<file path="config.mk">
export PLATFORM = sky130hd
export DESIGN_NAME = ctrl_pipe
export DESIGN_NICKNAME = d
export VERILOG_FILES = /design/src/rtl/wisc_ctrl_pkg.sv /design/src/rtl/ctrl_decode.sv /design/src/rtl/ctrl_pipe.sv
export SDC_FILE = /design/constraint.sdc
export NUM_CORES = 1
export LEC_CHECK = 0
export ABC_AREA = 1
export CAP_MARGIN = 10
export CORE_MARGIN = 2
export CORE_UTILIZATION = 45
export DETAILED_ROUTE_END_ITERATION = 8
export PLACE_DENSITY = 0.82
export SYNTH_ARGS = -nofsm -noshare
export SYNTH_HDL_FRONTEND = slang
export SYNTH_SLANG_ARGS = --single-unit
</file>
<file path="constraint.sdc">
create_clock -name clk -period 1.9 [get_ports clk]
set_input_delay 0.38 -clock clk [delete_from_list [all_inputs] [get_ports clk]]
set_output_delay 0.38 -clock clk [all_outputs]
set_load 0.01 [all_outputs]
</file>
<file path="src/rtl/wisc_ctrl_pkg.sv">
// Shared opcode/ALU encodings and the control-bundle layout for the WISC
// decode stage.
package wisc_ctrl_pkg;

    localparam int INST_W    = 16;
    localparam int OPC_W     = 4;
    localparam int REG_W     = 4;
    localparam int ALU_CMD_W = 4;

    localparam logic [OPC_W-1:0] OP_ADD    = 4'h0;
    localparam logic [OPC_W-1:0] OP_PADDSB = 4'h1;
    localparam logic [OPC_W-1:0] OP_SUB    = 4'h2;
    localparam logic [OPC_W-1:0] OP_NAND   = 4'h3;
    localparam logic [OPC_W-1:0] OP_XOR    = 4'h4;
    localparam logic [OPC_W-1:0] OP_SLL    = 4'h5;
    localparam logic [OPC_W-1:0] OP_SRL    = 4'h6;
    localparam logic [OPC_W-1:0] OP_SRA    = 4'h7;
    localparam logic [OPC_W-1:0] OP_LW     = 4'h8;
    localparam logic [OPC_W-1:0] OP_SW     = 4'h9;
    localparam logic [OPC_W-1:0] OP_LHB    = 4'hA;
    localparam logic [OPC_W-1:0] OP_LLB    = 4'hB;
    localparam logic [OPC_W-1:0] OP_B      = 4'hC;
    localparam logic [OPC_W-1:0] OP_CALL   = 4'hD;
    localparam logic [OPC_W-1:0] OP_RET    = 4'hE;
    localparam logic [OPC_W-1:0] OP_HLT    = 4'hF;

    localparam logic [ALU_CMD_W-1:0] ALU_ADD    = 4'b0000;
    localparam logic [ALU_CMD_W-1:0] ALU_SUB    = 4'b0001;
    localparam logic [ALU_CMD_W-1:0] ALU_PADDSB = 4'b0010;
    localparam logic [ALU_CMD_W-1:0] ALU_XOR    = 4'b0100;
    localparam logic [ALU_CMD_W-1:0] ALU_NAND   = 4'b1000;
    localparam logic [ALU_CMD_W-1:0] ALU_SLL    = 4'b1100;
    localparam logic [ALU_CMD_W-1:0] ALU_SRL    = 4'b1110;
    localparam logic [ALU_CMD_W-1:0] ALU_SRA    = 4'b1111;

    typedef struct packed {
        logic [ALU_CMD_W-1:0] alu_cmd;
        logic                 alu_src;
        logic                 reg_wrt;
        logic                 mem_to_reg;
        logic                 mem_wrt;
        logic                 branch;
        logic                 call;
        logic                 ret;
        logic                 halt;
        logic                 set_over;
        logic                 set_zero;
    } ctrl_t;

    localparam ctrl_t CTRL_BUBBLE = '0;

endpackage

</file>
<file path="src/rtl/ctrl_decode.sv">
// Purely combinational opcode decoder: control bundle plus which instruction
// fields are read as sources.
module ctrl_decode
    import wisc_ctrl_pkg::*;
(
    input  logic [OPC_W-1:0] opcode,
    output ctrl_t            ctrl,
    output logic             reads_rs,
    output logic             reads_rt,
    output logic             reads_rd
);

    always_comb begin
        ctrl = CTRL_BUBBLE;
        unique case (opcode)
            OP_ADD:    begin ctrl.alu_cmd = ALU_ADD;    ctrl.reg_wrt = 1'b1; ctrl.set_over = 1'b1; ctrl.set_zero = 1'b1; end
            OP_PADDSB: begin ctrl.alu_cmd = ALU_PADDSB; ctrl.reg_wrt = 1'b1; end
            OP_SUB:    begin ctrl.alu_cmd = ALU_SUB;    ctrl.reg_wrt = 1'b1; ctrl.set_over = 1'b1; ctrl.set_zero = 1'b1; end
            OP_NAND:   begin ctrl.alu_cmd = ALU_NAND;   ctrl.reg_wrt = 1'b1; ctrl.set_zero = 1'b1; end
            OP_XOR:    begin ctrl.alu_cmd = ALU_XOR;    ctrl.reg_wrt = 1'b1; ctrl.set_zero = 1'b1; end
            OP_SLL:    begin ctrl.alu_cmd = ALU_SLL;    ctrl.reg_wrt = 1'b1; ctrl.set_zero = 1'b1; ctrl.alu_src = 1'b1; end
            OP_SRL:    begin ctrl.alu_cmd = ALU_SRL;    ctrl.reg_wrt = 1'b1; ctrl.set_zero = 1'b1; ctrl.alu_src = 1'b1; end
            OP_SRA:    begin ctrl.alu_cmd = ALU_SRA;    ctrl.reg_wrt = 1'b1; ctrl.set_zero = 1'b1; ctrl.alu_src = 1'b1; end
            OP_LW:     begin ctrl.reg_wrt = 1'b1; ctrl.mem_to_reg = 1'b1; ctrl.alu_src = 1'b1; end
            OP_SW:     begin ctrl.mem_wrt = 1'b1; ctrl.alu_src = 1'b1; end
            OP_LHB:    ctrl.reg_wrt = 1'b1;
            OP_LLB:    ctrl.reg_wrt = 1'b1;
            OP_B:      ctrl.branch  = 1'b1;
            OP_CALL:   begin ctrl.reg_wrt = 1'b1; ctrl.call = 1'b1; end
            OP_RET:    ctrl.ret  = 1'b1;
            OP_HLT:    ctrl.halt = 1'b1;
            default:   ctrl = CTRL_BUBBLE;
        endcase
    end

    // SW and LHB use rd as a source (store data / upper-byte merge).
    assign reads_rs = (opcode <= OP_SW);
    assign reads_rt = (opcode <= OP_XOR);
    assign reads_rd = (opcode == OP_SW) || (opcode == OP_LHB);

endmodule

</file>
<file path="src/rtl/ctrl_pipe.sv">
// Registered decode/control stage: decodes ID, owns the ID/EX control
// register, load-use stall, flush, back-pressure and sticky halt.
module ctrl_pipe
    import wisc_ctrl_pkg::*;
#(
    parameter int INST_W    = wisc_ctrl_pkg::INST_W,
    parameter int OPC_W     = wisc_ctrl_pkg::OPC_W,
    parameter int REG_W     = wisc_ctrl_pkg::REG_W,
    parameter int ALU_CMD_W = wisc_ctrl_pkg::ALU_CMD_W
) (
    input  logic                 clk,
    input  logic                 rst_n,
    input  logic                 inst_valid,
    input  logic [INST_W-1:0]    inst,
    input  logic                 flush_i,
    input  logic                 ex_ready_i,
    output logic                 stall_o,
    output logic                 halted_o,
    output logic                 ex_valid,
    output logic [ALU_CMD_W-1:0] ex_alu_cmd,
    output logic                 ex_alu_src,
    output logic                 ex_reg_wrt,
    output logic                 ex_mem_to_reg,
    output logic                 ex_mem_wrt,
    output logic                 ex_branch,
    output logic                 ex_call,
    output logic                 ex_ret,
    output logic                 ex_halt,
    output logic                 ex_set_over,
    output logic                 ex_set_zero,
    output logic [REG_W-1:0]     ex_rd
);

    // ID/EX handshake: ex_valid marks a real instruction in ID/EX; it is
    // consumed on any edge where ex_ready_i=1, otherwise ID/EX holds.
    logic [OPC_W-1:0] opcode;
    logic [REG_W-1:0] rd, rs, rt;
    ctrl_t            dec_ctrl;
    logic             reads_rs, reads_rt, reads_rd;

    ctrl_t            ex_ctrl_q;
    logic             ex_valid_q;
    logic [REG_W-1:0] ex_rd_q;
    logic             halted_q;

    logic             hazard;
    logic             load_issue;
    logic             load_bubble;

    assign opcode = inst[INST_W-1 -: OPC_W];
    assign rd     = inst[3*REG_W-1 -: REG_W];
    assign rs     = inst[2*REG_W-1 -: REG_W];
    assign rt     = inst[REG_W-1:0];

    ctrl_decode u_decode (
        .opcode   (opcode),
        .ctrl     (dec_ctrl),
        .reads_rs (reads_rs),
        .reads_rt (reads_rt),
        .reads_rd (reads_rd)
    );

    // R0 is hardwired zero, so a load into it can never create a dependency.
    assign hazard = ex_valid_q && ex_ctrl_q.mem_to_reg && (ex_rd_q != '0) && inst_valid &&
                    ((reads_rs && (rs == ex_rd_q)) ||
                     (reads_rt && (rt == ex_rd_q)) ||
                     (reads_rd && (rd == ex_rd_q)));

    always_comb begin
        stall_o     = 1'b0;
        load_issue  = 1'b0;
        load_bubble = 1'b0;
        if (flush_i) begin
            load_bubble = 1'b1;
        end else if (!ex_ready_i) begin
            stall_o = 1'b1;
        end else if (halted_q || hazard) begin
            stall_o     = 1'b1;
            load_bubble = 1'b1;
        end else if (inst_valid) begin
            load_issue = 1'b1;
        end else begin
            load_bubble = 1'b1;
        end
    end

    always_ff @(posedge clk) begin
        if (!rst_n) begin
            ex_ctrl_q  <= CTRL_BUBBLE;
            ex_valid_q <= 1'b0;
            ex_rd_q    <= '0;
            halted_q   <= 1'b0;
        end else begin
            if (load_issue) begin
                ex_ctrl_q  <= dec_ctrl;
                ex_valid_q <= 1'b1;
                ex_rd_q    <= rd;
            end else if (load_bubble) begin
                ex_ctrl_q  <= CTRL_BUBBLE;
                ex_valid_q <= 1'b0;
                ex_rd_q    <= '0;
            end
            // HLT takes effect only once EX has accepted it.
            if (ex_valid_q && ex_ctrl_q.halt && ex_ready_i) begin
                halted_q <= 1'b1;
            end
        end
    end

    assign halted_o      = halted_q;
    assign ex_valid      = ex_valid_q;
    assign ex_alu_cmd    = ex_ctrl_q.alu_cmd;
    assign ex_alu_src    = ex_ctrl_q.alu_src;
    assign ex_reg_wrt    = ex_ctrl_q.reg_wrt;
    assign ex_mem_to_reg = ex_ctrl_q.mem_to_reg;
    assign ex_mem_wrt    = ex_ctrl_q.mem_wrt;
    assign ex_branch     = ex_ctrl_q.branch;
    assign ex_call       = ex_ctrl_q.call;
    assign ex_ret        = ex_ctrl_q.ret;
    assign ex_halt       = ex_ctrl_q.halt;
    assign ex_set_over   = ex_ctrl_q.set_over;
    assign ex_set_zero   = ex_ctrl_q.set_zero;
    assign ex_rd         = ex_rd_q;

endmodule

</file>
==> Word-level counts from Yosys, hierarchy flattened <==
Cells that the tools add are included.
{ "word_totals": {"reg_bits": 20, "word_cells": 82} }
{ "op_classes": {"order_cmp": 2, "n_eq_ne": 18, "muxes": 28, "reduce_logical": 20} }
{ "ops": {"columns": ["op", "n"], "rows": [
  ["4-bit equality test, second input constant", 8],
  ["14-bit 2-to-1 mux", 2],
  ["4-bit one-hot mux with 7 select lines", 1],
  ["1-bit 2-to-1 mux", 23],
  ["4-bit by 3-bit equality test with 1-bit output, second input constant", 4],
  ["4-bit equality test", 3],
  ["12-bit OR reduction", 1],
  ["1-bit logical AND", 9],
  ["4-bit by 2-bit equality test with 1-bit output, second input constant", 2],
  ["4-bit 2-to-1 mux", 2],
  ["7-bit OR reduction", 1],
  ["5-bit OR reduction", 1],
  ["4-bit by 1-bit equality test with 1-bit output, second input constant", 1],
  ["4-bit by 3-bit less-or-equal comparator with 1-bit output, second input constant", 1],
  ["4-bit less-or-equal comparator, second input constant", 1],
  ["4-bit zero test", 1],
  ["1-bit logical OR", 4],
  ["4-bit nonzero test", 1],
  ["2-bit nonzero test", 1],
  ["2-bit OR reduction", 1]
]} }

==> Depth between registers and ports, before layout <==
Gate-level depths: netlist of run 1.
{ "logic_depth": {"word_depth": 11, "mapped_depth": 11} }

==> By module <==
A second synthesis of run 1 with hierarchy kept.
{ "unflattened": {"cells_unflattened": 195, "area_unflattened_um2": 1228.7} }
{ "modules_own_cells": {"columns": ["module", "instances", "cells_per_inst", "area_per_inst_um2", "seq_area_each_um2"], "rows": [
  ["ctrl_pipe", 1, 158, 1059.8, 400.4],
  ["ctrl_decode", 1, 37, 168.9, 0.0]
]} }

==> Worst setup path before layout of run 1 <==
No wires, ideal clock.
{ "synth_timing": {"kind": "input port to output port", "startpoint": "in inst[15]", "endpoint": "out stall_o", "arrival_ns": 1.345, "required_ns": 1.520, "setup_slack_ns": 0.175, "cell_stages": 9, "path_buffers": 2, "path_cell_list": "buf_4 nand2_2 nand2_1 nor2_1 nand3_2 nand3_2 nand2_2 buf_6 a21oi_1"} }
{ "synth_between": {"elab_chain_len": 9} }
{ "synth_rtl": {"columns": ["element", "line_no", "rtl"], "rows": [
  ["from (decl)", "ctrl_pipe.sv:14", "input logic [INST_W-1:0] inst,"],
  ["4-bit less-or-equal comparator, or another cell as far along", "ctrl_decode.sv:37", "assign reads_rs = (opcode <= OP_SW);"],
  ["1-bit logical AND, or another cell as far along", "ctrl_pipe.sv:65", "((reads_rs && (rs == ex_rd_q)) ||"],
  ["1-bit logical OR or 1-bit logical AND (tied branches)", "ctrl_pipe.sv:65, ctrl_pipe.sv:67", null],
  ["1-bit logical OR *", "ctrl_pipe.sv:66", "(reads_rt && (rt == ex_rd_q)) ||"],
  ["1-bit logical AND *", "ctrl_pipe.sv:64", "assign hazard = ex_valid_q && ex_ctrl_q.mem_to_reg && (ex_rd_q != '0) && inst_valid &&"],
  ["1-bit logical OR *", "ctrl_pipe.sv:77", "end else if (halted_q || hazard) begin"],
  ["1-bit 2-to-1 mux *", "ctrl_pipe.sv:77", null],
  ["1-bit 2-to-1 mux *", "ctrl_pipe.sv:75", "end else if (!ex_ready_i) begin"],
  ["1-bit 2-to-1 mux *", "ctrl_pipe.sv:73", "if (flush_i) begin"],
  ["to (decl)", "ctrl_pipe.sv:17", "output logic stall_o,"]
]} }
Every way passes the cells marked *; elsewhere a longest branch is shown, timed or not.

==> Final worst setup path of run 1 <==
{ "layout_timing": {"startpoint": "reg ex_rd_q[0], in the netlist ex_rd[0]", "endpoint": "out stall_o"} }
{ "layout_between": {"elab_chain_len": 9} }
{ "layout_rtl": {"columns": ["element", "line_no", "rtl"], "rows": [
  ["from (decl)", "ctrl_pipe.sv:43", "logic [REG_W-1:0] ex_rd_q;"],
  ["from (signal assigned)", "ctrl_pipe.sv:97", "ex_rd_q <= rd;"],
  ["4-bit equality test (on tied branches)", "ctrl_pipe.sv:65, ctrl_pipe.sv:66", null],
  ["1-bit logical AND (on tied branches)", "ctrl_pipe.sv:65, ctrl_pipe.sv:66", null],
  ["1-bit logical OR", "ctrl_pipe.sv:65", null],
  ["1-bit logical OR", "ctrl_pipe.sv:66", null],
  ["1-bit logical AND *", "ctrl_pipe.sv:64", null],
  ["1-bit logical OR *", "ctrl_pipe.sv:77", null],
  ["1-bit 2-to-1 mux *", "ctrl_pipe.sv:77", null],
  ["1-bit 2-to-1 mux *", "ctrl_pipe.sv:75", null],
  ["1-bit 2-to-1 mux *", "ctrl_pipe.sv:73", null]
]} }
Marked as above.

==> summary.txt, run 1 <==
Outcome
  – Status: finished clean

Timing
  – Worst Max-Slew Pin Slew: 218.6 ps
  – Final worst slack: 33.23 ps
  – Slew Viols, Final: 0
  – Fin. Hold Viols: 0
  – Fin Setup TNS: 0 ps
  – Normalized max-slew margin: 0.8527
  – Period utilization: 0.9825
  – Clock skew: 6.378 ps
  – Final setup viols: 0
  – Fin crit period: 1867 ps
  – Smallest hold slack: 468.1 ps
  – Fmax: 535.7 MHz

Floorplan
  – Die Y: 56.15 um
  – Die X: 56.15 um
  – Number of cell rows: 18
  – Die area: 3152 sq um
  – CORE AREA: 2522 sq um
  – Io pins: 42
  – Initial Utilization: 0.4851

Power and ir drop
  – Pwr dens: 433.7 nW/um^2
  – Comb pwr share: 0.249
  – Leakage power: 0.8448 nW
  – Internal Pwr Total: 0.5909 mW
  – P_sw: 0.2334 mW
  – Worst vdd ir: 0.5439 mV
  – Total power: 0.8243 mW
  – Clock power frac: 0.235
  – Sw frac: 0.2832
  – Sequential power share: 0.516

Min path
  – Hold path startpoint: ex_alu_cmd[1]
  – Hold Crit Class: register to register

Synthesis
  – Synthesized net count: 216
  – Cell area after synthesis: 1224 sq um
  – Synth top area cells: dfxtp_1, nand2_1, nand4_1
  – Async S/R FF share, synth: 0
  – Most common cell in the netlist: nand2_1
  – Syn Area/Cell: 6.275 sq um
  – Most common flop cell mapped by yosys: dfxtp_1
  – Synth warnings: 0
  – Synthesis-stage register bit count: 20
  – Netlist cell types: 20
  – Synth cell count leaders: nand2_1, a21oi_1, dfxtp_1, inv_1
  – Post-Synthesis Cells: 195
  – Post-synth EDFFs: 0
  – Area share of the largest cell type after synthesis: 0.3272
  – Largest area contributor in the netlist: dfxtp_1
  – Seq/Total Area, Yosys: 0.3272

Setup path
  – CP Capture Type: primary output
  – CP Launch Point: ex_rd[0]
  – CP max stage delay: 400 ps
  – Slowest library cell on the worst path: dfxtp_4
  – CP cell instances: inv_2 > nand2_1 > nand2_1 > nor2_2 > nand3_2 > nand3_2 > nand2_2 > a21oi_2 > buf_2
  – Crit path max fanout: 6
  – CP Buf/Inv Count: 2
  – CP top delay family: simple AND/OR/NAND/NOR gates
  – WP data arrival: 1490 ps
  – Kind of critical path: register to primary output
  – R2r startpoint: ex_rd[0]
  – Worst Path Required: 1520 ps
  – CP Launch Type: register

Clock network
  – Root buf cell: clkbuf_4
  – Htree depth: 1
  – Clock transition at path regs: 100 ps
  – Max clock buf depth: 2
  – Num CTS Buffers: 3
  – CTS tree: built
  – CTS sink count: 20
  – Worst skew pair latency: 300 ps
  – CTS Hold Buffers Added: 0

Detailed routing
  – Iter 0 DRT Violations: 48
  – Total Wirelength: 3429 um
  – First-pass DRT Iterations: 4
  – Vias per inst: 5.156
  – DRC viols: 0
  – Total number of vias: 1490
  – DR WL/cell: 11.87 um
  – ANT nets after route: 0

Finish
  – Core Util, Final: 0.7535
  – Layout area overhead: 55.32%
  – FILL cells: 219
  – Layout cells sized above 1: 0.2703
  – Antenna diode count: 0
  – Final instance count without filler cells: 289
  – Post-route cell area: 1901 sq um
  – Nets@finish: 282

Place
  – Number of buffers added on ports: 41
  – Hpwl dp: 2487 um
  – Placed Instance Area: 1829 sq um
  – Gpl congestion: 0.8693
  – Placed instance count: 285
  – Pre-CTS WS: -663.0 ps

GRT
  – Met2 Track Usage GR: 0.3529
  – Grt ovf: 0
  – Pin count of the biggest net entering global routing: 21
  – Number of global-route vias before repair: 1284
  – Total GRT Usage: 0.2071
  – M1 GR Usage: 0.2620
  – Global route hottest layer: met2
  – Met3 Use GR: 0.04186
  – Initial antenna violation count: 0
  – First-pass GRT wire length: 5347 um

Job
  – Max cap viols: 0
## worst paths after layout
check / end / slack [ps] / depth (start not counted)
worst min-delay path: ex_alu_cmd[1] / 470 / 2
worst min register to register: ex_alu_cmd[1] / 470 / 2
worst max-delay path: stall_o / 30 / 9
worst max register to register: ex_alu_cmd[1] / 490 / 10
## kinds of logic after synthesis
group | after synthesis | synth area share
flip-flops | 20 | 0.3272
AND/OR/NAND/NOR | 111 | 0.4202
buffers and inverters | 35 | 0.1258
XOR/XNOR | 1 | 0.007159
AO/OA/AOI/OAI | 28 | 0.1196
## worst register-to-register path: stages, from the launching register on
cell and delay (ps):
dfxtp_4 400, inv_2 50, nand2_1 70, nand2_1 70, nor2_2 130, nand3_2 90
nand3_2 80, nand2_2 50, buf_4 200, nand4_1 100, a21oi_1 60
## area by class of cell
| type | count | area, sq um | share of cell area |
|---|---|---|---|
| inverters | 25 | 101.3 | 0.05332 |
| multi-input cells | 140 | 718.2 | 0.3779 |
| well taps | 30 | 37.54 | 0.01975 |
| flip-flops and latches | 20 | 415.4 | 0.2186 |
| repair buffers | 71 | 605.6 | 0.3186 |
| clock buffers | 3 | 22.52 | 0.01185 |
## routing by layer
layer | part of all wire | vias up | wire length (um)
li1 | - | 770 | -
met1 | 0.43 | 668 | 1476
met2 | 0.51 | 46 | 1736
met3 | 0.051 | 6 | 175
met4 | 0.012 | 0 | 40
met5 | 0 | - | 0
## what timing repair did
| item | CTS | global route |
|---|---|---|
| endpoints found under the setup margin | 1 | 1 |
| resized for setup | 32 | 18 |
| buffers inserted | 0 | 1 |
| pin swaps | 11 | 11 |
## placed cells by master (no fill, tap or decap), types with 8 or more instances in the layout
| cell type | instances |
|---|---|
| nand4_1 | 19 |
| nand2_2 | 8 |
| nand2_1 | 53 |
| dlygate4sd2_1 | 14 |
| a21oi_1 | 22 |
| nor2_2 | 9 |
| clkdlybuf4s50_1 | 23 |
| dfxtp_1 | 16 |
| nor2_1 | 12 |
| buf_4 | 30 |
| inv_1 | 20 |
## power groups by stage
| stage | clock [mW] | sequential (mW) | combinational (mW) |
|---|---|---|---|
| 6_report | 0.194 | 0.425 | 0.205 |
| 3_5_place_dp | 0 | 0.438 | 0.205 |
| 3_3_place_gp | 0 | 0.438 | 0.202 |
| 4_1_cts | 0.199 | 0.429 | 0.197 |
| 2_1_floorplan | 0 | 0.441 | 0.0868 |
| 5_1_grt | 0.211 | 0.426 | 0.224 |
Power figures use the tool's default switching activity.
==> run 2, diff against run 1 <==
- PLACE_DENSITY: 0.82 -> 0.81
==> run 2 against run 1 <==
  * Setup slack improved by 17 ps
  * Combinational power rose by 5%
  * Global-route usage rose by 0.27 points
  * Final area rose by 4.3%
  * Via count fell by 1.1%
  * Sequential share of layout area fell by 1.0 points
  * Critical path depth fell by 3
==> summary.txt, run 2 (synthesis gave the netlist of run 1 again) <==
Outcome
  – Status: finished clean

Detailed routing
  – Total number of vias: 1474
  – First-pass DRT Iterations: 4
  – ANT nets after route: 0
  – Iter 0 DRT Violations: 39
  – Vias per inst: 5.083
  – Total Wirelength: 3497 um
  – DR WL/cell: 12.06 um
  – DRC viols: 0

GRT
  – First-pass GRT wire length: 5368 um
  – Pin count of the biggest net entering global routing: 21
  – Initial antenna violation count: 0
  – Grt ovf: 0
  – Number of global-route vias before repair: 1286
  – Total GRT Usage: 0.2098

Timing
  – Clock skew: 2.686 ps
  – RSZ-0062 raised after global routing: true
  – Fmax: 540.5 MHz
  – Slew Viols, Final: 0
  – Fin. Hold Viols: 0
  – Worst Max-Slew Pin Slew: 319.0 ps
  – Fin Setup TNS: 0 ps
  – Fin crit period: 1850 ps
  – Period utilization: 0.9738
  – Normalized max-slew margin: 0.7865
  – Final setup viols: 0

Clock network
  – CTS tree: built
  – Htree depth: 1
  – CTS sink count: 20
  – Worst skew pair latency: 310 ps
  – Clock transition at path regs: 120 ps
  – CTS Hold Buffers Added: 0
  – Max clock buf depth: 2
  – Root buf cell: clkbuf_4
  – Num CTS Buffers: 3

Finish
  – Commonest non-fill, non-tap cells in the layout: nand2_1, buf_4, clkdlybuf4s50_1
  – Layout area overhead: 61.96%
  – Layout cells sized above 1: 0.3038
  – Commonest non-fill, non-tap cell in the layout: nand2_1
  – Antenna diode count: 0
  – Core Util, Final: 0.7857
  – Nets@finish: 282

Floorplan
  – Initial Utilization: 0.4851
  – Die X: 56.15 um
  – Die area: 3152 sq um
  – Io pins: 42
  – Die Y: 56.15 um
  – Number of cell rows: 18
  – CORE AREA: 2522 sq um

Setup path
  – CP Launch Point: inst_valid
  – Critical Path End: stall_o
  – CP Capture Type: primary output
  – R2r startpoint: ex_rd[0]
  – Reg2reg path depth: 9
  – CP max stage delay: 480 ps
  – Reg2Reg Setup Slack: 360 ps
  – WP data arrival: 1470 ps
  – CP cell instances: clkdlybuf4s50_1 > nand3_1 > a41oi_2 > nand2_2 > a21oi_2 > buf_2
  – Worst Path Required: 1520 ps
  – Crit path max fanout: 2
  – CP Launch Type: input port
  – Kind of critical path: input port to primary output
  – Slowest library cell on the worst path: clkdlybuf4s50_1
  – Critical R2R Capture: ex_rd[1]

Power and ir drop
  – Leakage power: 0.8709 nW
  – Pwr dens: 500.6 nW/um^2
  – Total power: 0.9920 mW
  – Worst vdd ir: 0.5813 mV

Job
  – Max cap viols: 0

Place
  – Hpwl dp: 2400 um
  – Number of buffers added on ports: 41
  – Gpl congestion: 0.8487

Min path
  – Hold Crit Class: register to register
[run 2: cell types whose count changed in the layout (fill, tap and decap cells not counted), sizes merged]
cell | before | now
clkbuf | 5 | 4
dlygate4sd2 | 14 | 12
bufinv | 0 | 1
clkdlybuf4s50 | 23 | 24
clkdlybuf4s15 | 0 | 2
[run 2: how the worst min path moves through the flow]
stage,from,end,slack (ps),cells past startpoint
finish,ex_alu_src,ex_alu_src,470,2
global route,ex_alu_cmd[0],ex_alu_cmd[0],490,2
CTS,ex_alu_src,ex_alu_src,480,2
detailed placement,ex_alu_src,ex_alu_src,460,2
global placement,ex_call,ex_call,450,2
floorplan,halted_o,halted_o,490,2
[run 2: worst max-delay path, delay by kind of cell]
family	cells	cell delay, ps
buffers and inverters	2	610
AOI/OAI and AO/OA	2	280
and+or+nand+nor	2	190
[run 2: area by class of cell]
cell class                 count  area, sq um
multi-input combinational    140        758.2
tap                           30        37.54
sequential                    20        412.9
timing repair buffer          71        624.3
clock buffer                   3        22.52
fill                         192        540.5
inverter                      25        96.34
clock inverter                 1        30.03
[run 2: stage by stage]
stage               worst slack, ps  instance area [sq um]  hold slack, ps  instances
floorplan                     175.1                   1224           485.9        195
global placement             -617.3                   1829           454.6        285
detailed placement           -676.1                   1829           456.4        285
CTS                           1.829                   1893           475.2        290
global route                 -40.54                   1982           489.8        290
finish                        49.81                   1982           473.3        290
[run 2: repair_timing]
action | in CTS | in global routing
pin swaps | 12 | 16
buffers inserted | 1 | 0
endpoints found under the setup margin | 1 | 1
resized for setup | 31 | 31
[run 2: power by group]
| group | internal (mW) | total, mW | leakage (nW) | switching (mW) |
|---|---|---|---|---|
| Combinational | 0.100 | 0.215 | 0.679 | 0.114 |
| Sequential | 0.421 | 0.426 | 0.164 | 0.00436 |
| Clock | 0.213 | 0.352 | 0.0279 | 0.139 |
| Total | 0.735 | 0.992 | 0.871 | 0.257 |
[run 2: per-layer routing]
metal  routed length (um)  GRT usage
met4                   58    0.04422
met1                 1570     0.2617
met3                  205    0.05581
met5                    0          0
met2                 1662     0.3613
